**config.mk**
```make
export PLATFORM = sky130hd
export DESIGN_NAME = dec_scan_nxm
export DESIGN_NICKNAME = d
export VERILOG_FILES = /design/src/rtl/dec_pkg.sv /design/src/rtl/dec_prescaler.sv /design/src/rtl/dec_scan_nxm.sv
export SDC_FILE = /design/constraint.sdc
export NUM_CORES = 1
export LEC_CHECK = 0
export BUFFER_PORTS_ARGS = -buffer_cell sky130_fd_sc_hd__buf_2
export CAP_MARGIN = 20
export CORE_MARGIN = 10
export CORE_UTILIZATION = 40
export CTS_CLUSTER_SIZE = 28
export DETAILED_ROUTE_END_ITERATION = 10
export PLACE_DENSITY = 0.75
export SKIP_CTS_REPAIR_TIMING = 1
export SYNTH_ARGS = -nofsm -noshare
export SYNTH_HDL_FRONTEND = slang
export SYNTH_HIERARCHICAL = 1
export SYNTH_SLANG_ARGS = --single-unit
```
**constraint.sdc**
```tcl
create_clock -name SYSCLK -period 1.6 [get_ports SYSCLK]
set_input_delay 0.32 -clock SYSCLK [delete_from_list [all_inputs] [get_ports SYSCLK]]
set_output_delay 0.32 -clock SYSCLK [all_outputs]
set_load 0.02 [all_outputs]
```
**src/rtl/dec_pkg.sv**
```systemverilog
// dec_pkg: shared mode constants and helpers for the scanning one-hot decoder
package dec_pkg;
  localparam logic MODE_DIRECT = 1'b0;
  localparam logic MODE_SCAN = 1'b1;
  function automatic int clog2(input int v);
    for (int r = 0; r < 32; r++) if ((1 << r) >= v) return r;
    return 32;
  endfunction
  function automatic logic [255:0] onehot(input int unsigned i);
    return 256'(1) << i;
  endfunction
endpackage

```
**src/rtl/dec_prescaler.sv**
```systemverilog
// dec_prescaler: DIV-cycle step counter with enable/clear (ports: clk, rst, en, clr -> step)
module dec_prescaler
  import dec_pkg::*;
#(
  parameter int DIV = 4
) (
  input  logic clk,
  input  logic rst,
  input  logic en,
  input  logic clr,
  output logic step
);
  localparam int W = clog2(DIV) > 1 ? clog2(DIV) : 1;
  logic [W-1:0] pc;
  assign step = en && !clr && pc == W'(DIV - 1);
  always_ff @(posedge clk or posedge rst)
    if (rst) pc <= '0;
    else if (en) pc <= (clr || step) ? '0 : pc + W'(1);
endmodule

```
**src/rtl/dec_scan_nxm.sv**
```systemverilog
// dec_scan_nxm: registered N->2^N decoder with auto-scan (ports: SYSCLK, SYSRESET, en, mode, sel, limit -> y, y_idx, wrap; DEC_OUT_ACTIVE_LOW_EN makes y one-cold)
module dec_scan_nxm
  import dec_pkg::*;
#(
  parameter int N = 2,
  parameter int DIV = 4
) (
  input  logic              SYSCLK,
  input  logic              SYSRESET,
  input  logic              en,
  input  logic              mode,
  input  logic [N-1:0]      sel,
  input  logic [N-1:0]      limit,
  output logic [(2**N)-1:0] y,
  output logic [N-1:0]      y_idx,
  output logic              wrap
);
  localparam int M = 2 ** N;
`ifdef DEC_OUT_ACTIVE_LOW_EN
  localparam logic [M-1:0] POL = '1;
`else
  localparam logic [M-1:0] POL = '0;
`endif
  logic step, at_lim;
  logic [N-1:0] nidx;
  dec_prescaler #(.DIV(DIV)) u_pre (
    .clk(SYSCLK), .rst(SYSRESET), .en(en), .clr(mode == MODE_DIRECT), .step(step)
  );
  always_comb begin
    at_lim = y_idx >= limit;
    nidx = mode == MODE_DIRECT ? sel : !step ? y_idx : at_lim ? '0 : y_idx + N'(1);
  end
  always_ff @(posedge SYSCLK or posedge SYSRESET)
    if (SYSRESET) begin
      y <= POL;
      y_idx <= '0;
      wrap <= 1'b0;
    end else if (!en) begin
      y <= POL;
      wrap <= 1'b0;
    end else begin
      y <= M'(onehot(32'(nidx))) ^ POL;
      y_idx <= nidx;
      wrap <= step && at_lim;
    end
endmodule

```
After elaboration in Yosys (flattened, before gate mapping)
Cells that the tools add are included.
{ "totals": {"register_bits": 9, "in_bits": 8, "out_inout_bits": 7, "wordCells": 20} }
{ "classes": {"n_addsub": 2, "order_cmp": 1, "eq_ne": 1, "shift": 1, "n_mux": 6, "bitwise_logic": 1, "reduce_logical": 4} }
{ "ops": {"columns": ["cell", "count"], "rows": [
  ["2-bit two-way mux", 4],
  ["2-bit by 1-bit adder with 2-bit output, second input constant", 2],
  ["4-bit two-way mux", 1],
  ["1-bit by 2-bit << shifter with 4-bit output, first input constant", 1],
  ["1-bit logical AND", 3],
  ["2-bit == test, second input constant", 1],
  ["2-bit >= comparator", 1],
  ["1-bit logical OR", 1],
  ["1-bit two-way mux", 1],
  ["1-bit NOT", 1]
]} }

Depth between registers and ports, before layout
Gate-level depths: netlist (run 1).
{ "depth": {"depth_word": 6, "ltp_mapped": 8, "depth_no_buf": 6} }

Cells and area by module
Netlist (run 1), hierarchy kept.
{ "modules_own_cells": {"columns": ["module", "instances", "cells_each", "area_each_um2"], "rows": [
  ["dec_scan_nxm", 1, 45, 467.9],
  ["dec_prescaler", 1, 10, 108.9]
]} }

Least setup slack after synthesis (run 1)
Ideal clock, no wire load.
{ "synth_path": {"path_type": "register -> register", "startpoint": "register y_idx[0]", "endpoint": "register y[1]", "setup_ps": 87, "arrival_ps": 1751, "t_required_ps": 1513, "slack_ps": -238, "stages_incl_launch_ff": 8, "path_buffers": 1, "path_cell_list": "dfrtp_1 clkbuf_2 inv_1 ha_1 nand2b_4 a2111oi_4 o21ai_2 a211oi_2"} }
{ "synth_via": {"elab_chain_cells": 6, "word_cells_on_any_way": 7, "classes_between": "1 x add/sub; 1 x order compare; 1 x shift; 4 x mux"} }
{ "synth_rtl": {"columns": ["element", "line_no", "source"], "rows": [
  ["start: declaration", "dec_scan_nxm.sv:15", "output logic [N-1:0] y_idx,"],
  ["start signal: assignment", "dec_scan_nxm.sv:43", "y_idx <= nidx;"],
  ["2-bit by 1-bit adder with 2-bit output or 2-bit >= comparator (tied branches)", "dec_scan_nxm.sv:31, dec_scan_nxm.sv:30", null],
  ["2-bit two-way mux", "dec_scan_nxm.sv:31", "nidx = mode == MODE_DIRECT ? sel : !step ? y_idx : at_lim ? '0 : y_idx + N'(1);"],
  ["2-bit two-way mux (*) (2 in series)", "dec_scan_nxm.sv:31", null],
  ["1-bit by 2-bit << shifter with 4-bit output (*)", "dec_pkg.sv:10", "return 256'(1) << i;"],
  ["4-bit two-way mux (*)", "dec_scan_nxm.sv:38", "end else if (!en) begin"],
  ["end signal: assignment", "dec_scan_nxm.sv:42", "y <= M'(onehot(32'(nidx))) ^ POL;"],
  ["end: declaration", "dec_scan_nxm.sv:14", "output logic [(2**N)-1:0] y,"]
]} }
Every way passes the cells marked *; elsewhere a longest branch is shown, timed or not.
A chain may end at the register's enable or synchronous reset.

Worst setup path after layout (run 1)
{ "layout_path": {"startpoint": "register u_pre.pc[0]", "endpoint": "register y[1]"} }
{ "layout_via": {"elab_chain_cells": 6} }
{ "layout_rtl": {"columns": ["element", "line_no", "source"], "rows": [
  ["start: declaration", "dec_prescaler.sv:14", "logic [W-1:0] pc;"],
  ["start signal: assignment", "dec_prescaler.sv:18", "else if (en) pc <= (clr || step) ? '0 : pc + W'(1);"],
  ["2-bit == test", "dec_prescaler.sv:15", "assign step = en && !clr && pc == W'(DIV - 1);"],
  ["1-bit logical AND", "dec_prescaler.sv:15", null],
  ["net step", "dec_scan_nxm.sv:24", "logic step, at_lim;"],
  ["2-bit two-way mux (2 in series)", "dec_scan_nxm.sv:31", null],
  ["1-bit by 2-bit << shifter with 4-bit output", "dec_pkg.sv:10", null],
  ["4-bit two-way mux", "dec_scan_nxm.sv:38", null]
]} }
The timed path passes the listed nets, and every way through them passes these cells.

==> impl_metrics.ini, run 1 <==
[critical_path]
critPathSlowestCell = dfrtp_1
path_max_fanout = 5
critPathLaunchType = flip-flop
path_cells = ha_2 > and3b_2 > nand2_4 > a2111oi_4 > o21ai_2 > a211oi_2
cp_data_required_time_ps = 1780
critPathKind = reg -> reg
cpPeakStageDelay_ps = 370
worstPathArrival_ps = 1760
crit_path_end_kind = flip-flop

[global_routing]
grt_busiest_layer = met2
use_met1 = 0.0777
grt-ovfl-total = 0
antenna_found_initial = 0
grt_max_degree = 10
use_met3 = 0.0240
grt_pass1_vias = 504
grt_first_pass_wirelength_um = 2170
use_met2 = 0.138
grt_usage = 0.0823

[logic_synthesis]
synth_cell_type_count = 30
postSynthCellCount = 55
yosysWarningCount = 6
synth-simple-area-share = 0.169
ys_seq_area_frac = 0.390
synth_area_um2 = 577
synth_compound_area_frac = 0.230
synth_fa_ha_area_frac = 0.0651
syn-num-nets = 66
syn_avg_cell_area_um2 = 10.5
synth_mux_area_frac = 0.0369
synth_xor_area_frac = 0.0152
synth_top_family_by_area = compound AO/OA/AOI/OAI gates
ys_ff_latch = 9

[die]
die_y_um = 58.0
die_area_um2 = 3360
ioPinCount = 15
rows = 13
start_util = 0.432
fp.dieW_um = 58.0
core-area_um2 = 1330

[clock_network]
clk_latency_ps = 270
htree_levels = 1
cts_tree = built
cts_buffer_depth = 2
clockRootBuffer = clkbuf_4
cts-buffers-inserted = 3
cts.clk_slew.worst_paths_ps = 60
clock_sinks = 9

[layout]
drive_above_1_share = 0.525
synthToLayoutAreaGrowth_pct = 34.5
final_common_cell = buf_2
final_cell_mix = 14 x buf_2, 9 x buf_4, 8 x dfrtp_1, 6 x inv_1, 5 x nand2_1
antenna_cells = 0
num-fill-cells = 116
final_nets = 92

[sta]
finalSetupViolCount = 0
clock.fmax_mhz = 629
fin_hold_ws_ps = 420
fin_skew_ps = 5.03
relSlewSlack = 0.790
hold_viol_final = 0
period_needed_ps = 1590
post-route-period-util = 0.993
worst_slew_pin_slew_ps = 316
rsz0062_at_grt = true
maxSlewViolCount = 0

[route]
viasPerCell = 5.75
finalWirelength_um = 1560
postRouteAntennaNets = 0
vias = 546
drt_iter0_drc = 18
wire_per_inst_um = 16.4
first_pass_iters = 4
drc = 0

[pwr]
p_leak_uw = 0.000393
p_total_uw = 712
ir_drop_mv = 0.363
p_per_area_nw_per_um2 = 918

[placed_design]
dpl.hpwl_um = 1130
port_buffers = 14
place_congestion = 0.820

[job]
cap_violations = 0

[status]
status = completed

[hold_path]
hold_class = in -> reg
-- worst max-delay path, delay by kind of cell (launching register included) --
kind	cells	cell delay (ps)
flip-flops	1	370
adder cells (fa/ha/maj)	1	200
AO/OA/AOI/OAI	3	570
AND/OR/NAND/NOR	2	350
-- flip-flops by register name (all words and copies together), names as in the netlist --
name	count
y	4
u_pre/pc	2
y_idx	2
wrap	1
-- metrics by stage --
| stage | utilization | setup WS, ps | area (um^2) | TNS [ps] | std cells |
|---|---|---|---|---|---|
| 2_1_floorplan | - | -18.3 | 602 | -18.6 | 55 |
| 3_3_place_gp | 0.524 | 68.0 | 699 | 0 | 87 |
| 3_5_place_dp | 0.524 | -41.0 | 699 | -41.9 | 87 |
| 4_1_cts | 0.544 | -57.6 | 726 | -67.7 | 91 |
| 5_1_grt | 0.582 | -70.8 | 776 | -148 | 95 |
| 6_report | 0.582 | 10.6 | 776 | 0 | 95 |
-- synth_stat cells --
cell type / instances / share of area
a2111oi_4: 1 / 0.048
a211oi_2: 1 / 0.022
a21o_1: 1 / 0.013
a21oi_1: 3 / 0.026
a221o_1: 1 / 0.017
a31oi_1: 1 / 0.011
and2b_1: 1 / 0.013
and3_2: 1 / 0.013
and3b_2: 1 / 0.017
buf_6: 2 / 0.039
clkbuf_2: 1 / 0.0087
dfrtp_1: 9 / 0.39
ha_1: 3 / 0.065
inv_1: 7 / 0.046
mux2_2: 1 / 0.020
mux2i_1: 1 / 0.017
nand2_1: 5 / 0.033
nand2_4: 1 / 0.020
nand2b_4: 1 / 0.024
nand4b_1: 1 / 0.015
nor2_1: 1 / 0.0065
nor2b_1: 1 / 0.011
nor3_1: 2 / 0.017
o21ai_0: 1 / 0.0087
o21ai_2: 1 / 0.015
o221ai_1: 1 / 0.015
o22a_2: 1 / 0.017
o22ai_1: 2 / 0.022
o32ai_1: 1 / 0.015
xnor2_1: 1 / 0.015
-- cell families (layout without fill, tap and decap cells) --
group,after synthesis,after routing
AO/OA/AOI/OAI,15,15
AND/OR/NAND/NOR,15,15
buffers and inverters,10,35
flip-flops,9,9
adder cells (fa/ha/maj),3,3
multiplexers,2,2
XOR/XNOR,1,1
-- cell type report --
class                   count  area, um^2  area share
multi-input cells          36         328       0.423
flip-flops and latches      9         226       0.292
repair buffers             24         148       0.190
inverters                   7        28.8      0.0371
clock buffers               4        26.3      0.0339
well taps                  15        18.8      0.0242
-- worst paths after layout --
path | to | slack, ps | cells past startpoint | from
max | y[1] | 10 | 6 | u_pre/pc[0]
min | y[1] | 420 | 3 | sel[1]
max reg2reg | y[1] | 10 | 6 | u_pre/pc[0]
min reg2reg | u_pre/pc[0] | 550 | 1 | u_pre/pc[0]
max in group asynchronous | y_idx[0] | 840 | 3 | SYSRESET
min in group asynchronous | u_pre/pc[1] | 450 | 3 | SYSRESET
-- power breakdown --
| part | leakage (uW) | switching [uW] | internal, uW |
|---|---|---|---|
| Sequential | 0.000115 | 16.0 | 255 |
| Combinational | 0.000263 | 143 | 116 |
| Clock | 0.0000150 | 86.2 | 96.5 |
| Total | 0.000393 | 245 | 467 |
-- per-layer routing --
metal	routed length [um]	share of wire
met5	0	0
met4	79	0.051
met3	141	0.090
met2	806	0.52
met1	532	0.34
No activity file was read; power rests on OpenSTA's default activity.
==> inputs of run 2 (changes only) <==
Settings changed: BUFFER_PORTS_ARGS -buffer_cell sky130_fd_sc_hd__buf_2 to -buffer_cell sky130_fd_sc_hd__clkbuf_2.
==> impl_metrics.ini, run 2 (synthesis gave the netlist of run 1 again) <==
[status]
status = completed

[sta]
hold_viol_final = 0
worst_slew_pin_slew_ps = 336
maxSlewViolCount = 0
fin_skew_ps = 3.12
post-route-period-util = 0.977
finalSetupTns_ps = 0
clock.fmax_mhz = 640
finalSetupViolCount = 0
relSlewSlack = 0.776
rsz0062_at_grt = false
period_needed_ps = 1560

[route]
viasPerCell = 5.62
first_pass_iters = 4
finalWirelength_um = 1420
top_layer = met4
drt_iter0_drc = 21
wl_met3_um = 134
wl_met2_um = 701
vias = 523
met1_length_um = 508
drc = 0
wire_per_inst_um = 15.3
postRouteAntennaNets = 0

[pwr]
swShare = 0.340
internal_power_uw = 465
p_sw_uw = 239
p_seq_frac = 0.387
clkPwrFrac = 0.256
power.share.combinational = 0.357
ir_drop_mv = 0.491
p_per_area_nw_per_um2 = 930
p_leak_uw = 0.000388

[clock_network]
clockRootBuffer = clkbuf_4
cts.clk_slew.worst_paths_ps = 60
htree_levels = 1
cts_buffer_depth = 2
clk_latency_ps = 270
clock_sinks = 9
cts-buffers-inserted = 3
cts_tree = built

[global_routing]
grt-ovfl-total = 0
antenna_found_initial = 0
grt_usage = 0.0872
grt_pass1_vias = 501
grt_max_degree = 10
grt_first_pass_wirelength_um = 2240

[layout]
drive_above_1_share = 0.487
largestRegisters = y (4), u_pre/pc (2), y_idx (2)
largest_register_ffs = 4
final_nets = 90
antenna_cells = 0
final_cell_mix = 14 x clkbuf_2, 8 x dfrtp_1, 6 x inv_1, 6 x buf_4, 5 x nand2_1
final_area_um2 = 757
num-fill-cells = 116
synthToLayoutAreaGrowth_pct = 31.2
top_register = y
final_common_cell = clkbuf_2

[die]
ioPinCount = 15
rows = 13
core-area_um2 = 1330
fp.dieW_um = 58.0
die_area_um2 = 3360
die_y_um = 58.0
start_util = 0.432

[critical_path]
path_max_fanout = 6
rr_worst_depth = 5
critPathLaunchType = flip-flop
worstPathArrival_ps = 1770
cp_data_required_time_ps = 1800
critPathKind = reg -> reg
crit_path_end_kind = flip-flop

[placed_design]
port_buffers = 14
dpl.hpwl_um = 1130
place_congestion = 0.824
dpl-instance-area_um2 = 699

[hold_path]
hold_class = in -> reg
hold_depth = 3

[job]
cap_violations = 0
run 2: per-stage QoR:
| step | util | cells | hold WS [ps] | total power (uW) | setup slack [ps] |
|---|---|---|---|---|---|
| after floorplan | - | 55 | 61.2 | 435 | -18.3 |
| after global placement | 0.524 | 87 | 168 | 491 | 81.7 |
| after detailed placement | 0.524 | 87 | 172 | 507 | -7.21 |
| after CTS | 0.544 | 91 | -109 | 687 | -19.2 |
| after global routing | 0.568 | 93 | 433 | 742 | 6.40 |
| final | 0.568 | 93 | 417 | 704 | 37.4 |
run 2: path summary, 6_finish.rpt:
check | from | end | slack [ps]
setup / recovery | u_pre/pc[1] | y_idx[0] | 40
hold / removal | mode | y[1] | 420
setup reg to reg | u_pre/pc[1] | y_idx[0] | 40
hold reg to reg | u_pre/pc[0] | u_pre/pc[0] | 560
max in group asynchronous | SYSRESET | y_idx[0] | 840
min in group asynchronous | SYSRESET | u_pre/pc[0] | 450
run 2: worst max-delay path, cell delays in order, from the launching register on:
cell      delay (ps)
dfrtp_1          400
ha_2             210
and3b_2          260
buf_6            140
o221ai_1         270
o22a_2           220
run 2: layout make-up:
cell class              count  area (um^2)  area share
multi-input cells          36          320       0.423
flip-flops and latches      9          226       0.299
repair buffers             22          136       0.180
inverters                   7         28.8      0.0380
clock buffers               4         26.3      0.0347
well taps                  15         18.8      0.0248
run 2: power by group through the flow:
stage,registers (uW),clock network (uW),logic [uW]
finish,273,180,252
CTS,271,183,233
global route,273,197,271
detailed placement,275,0,232
global placement,273,0,218
floorplan,296,0,139
run 2: metal layers:
metal	vias up	GRT usage
li1	240	-
met1	246	0.0878
met2	31	0.127
met3	6	0.0349
met4	0	0.0973
met5	-	0
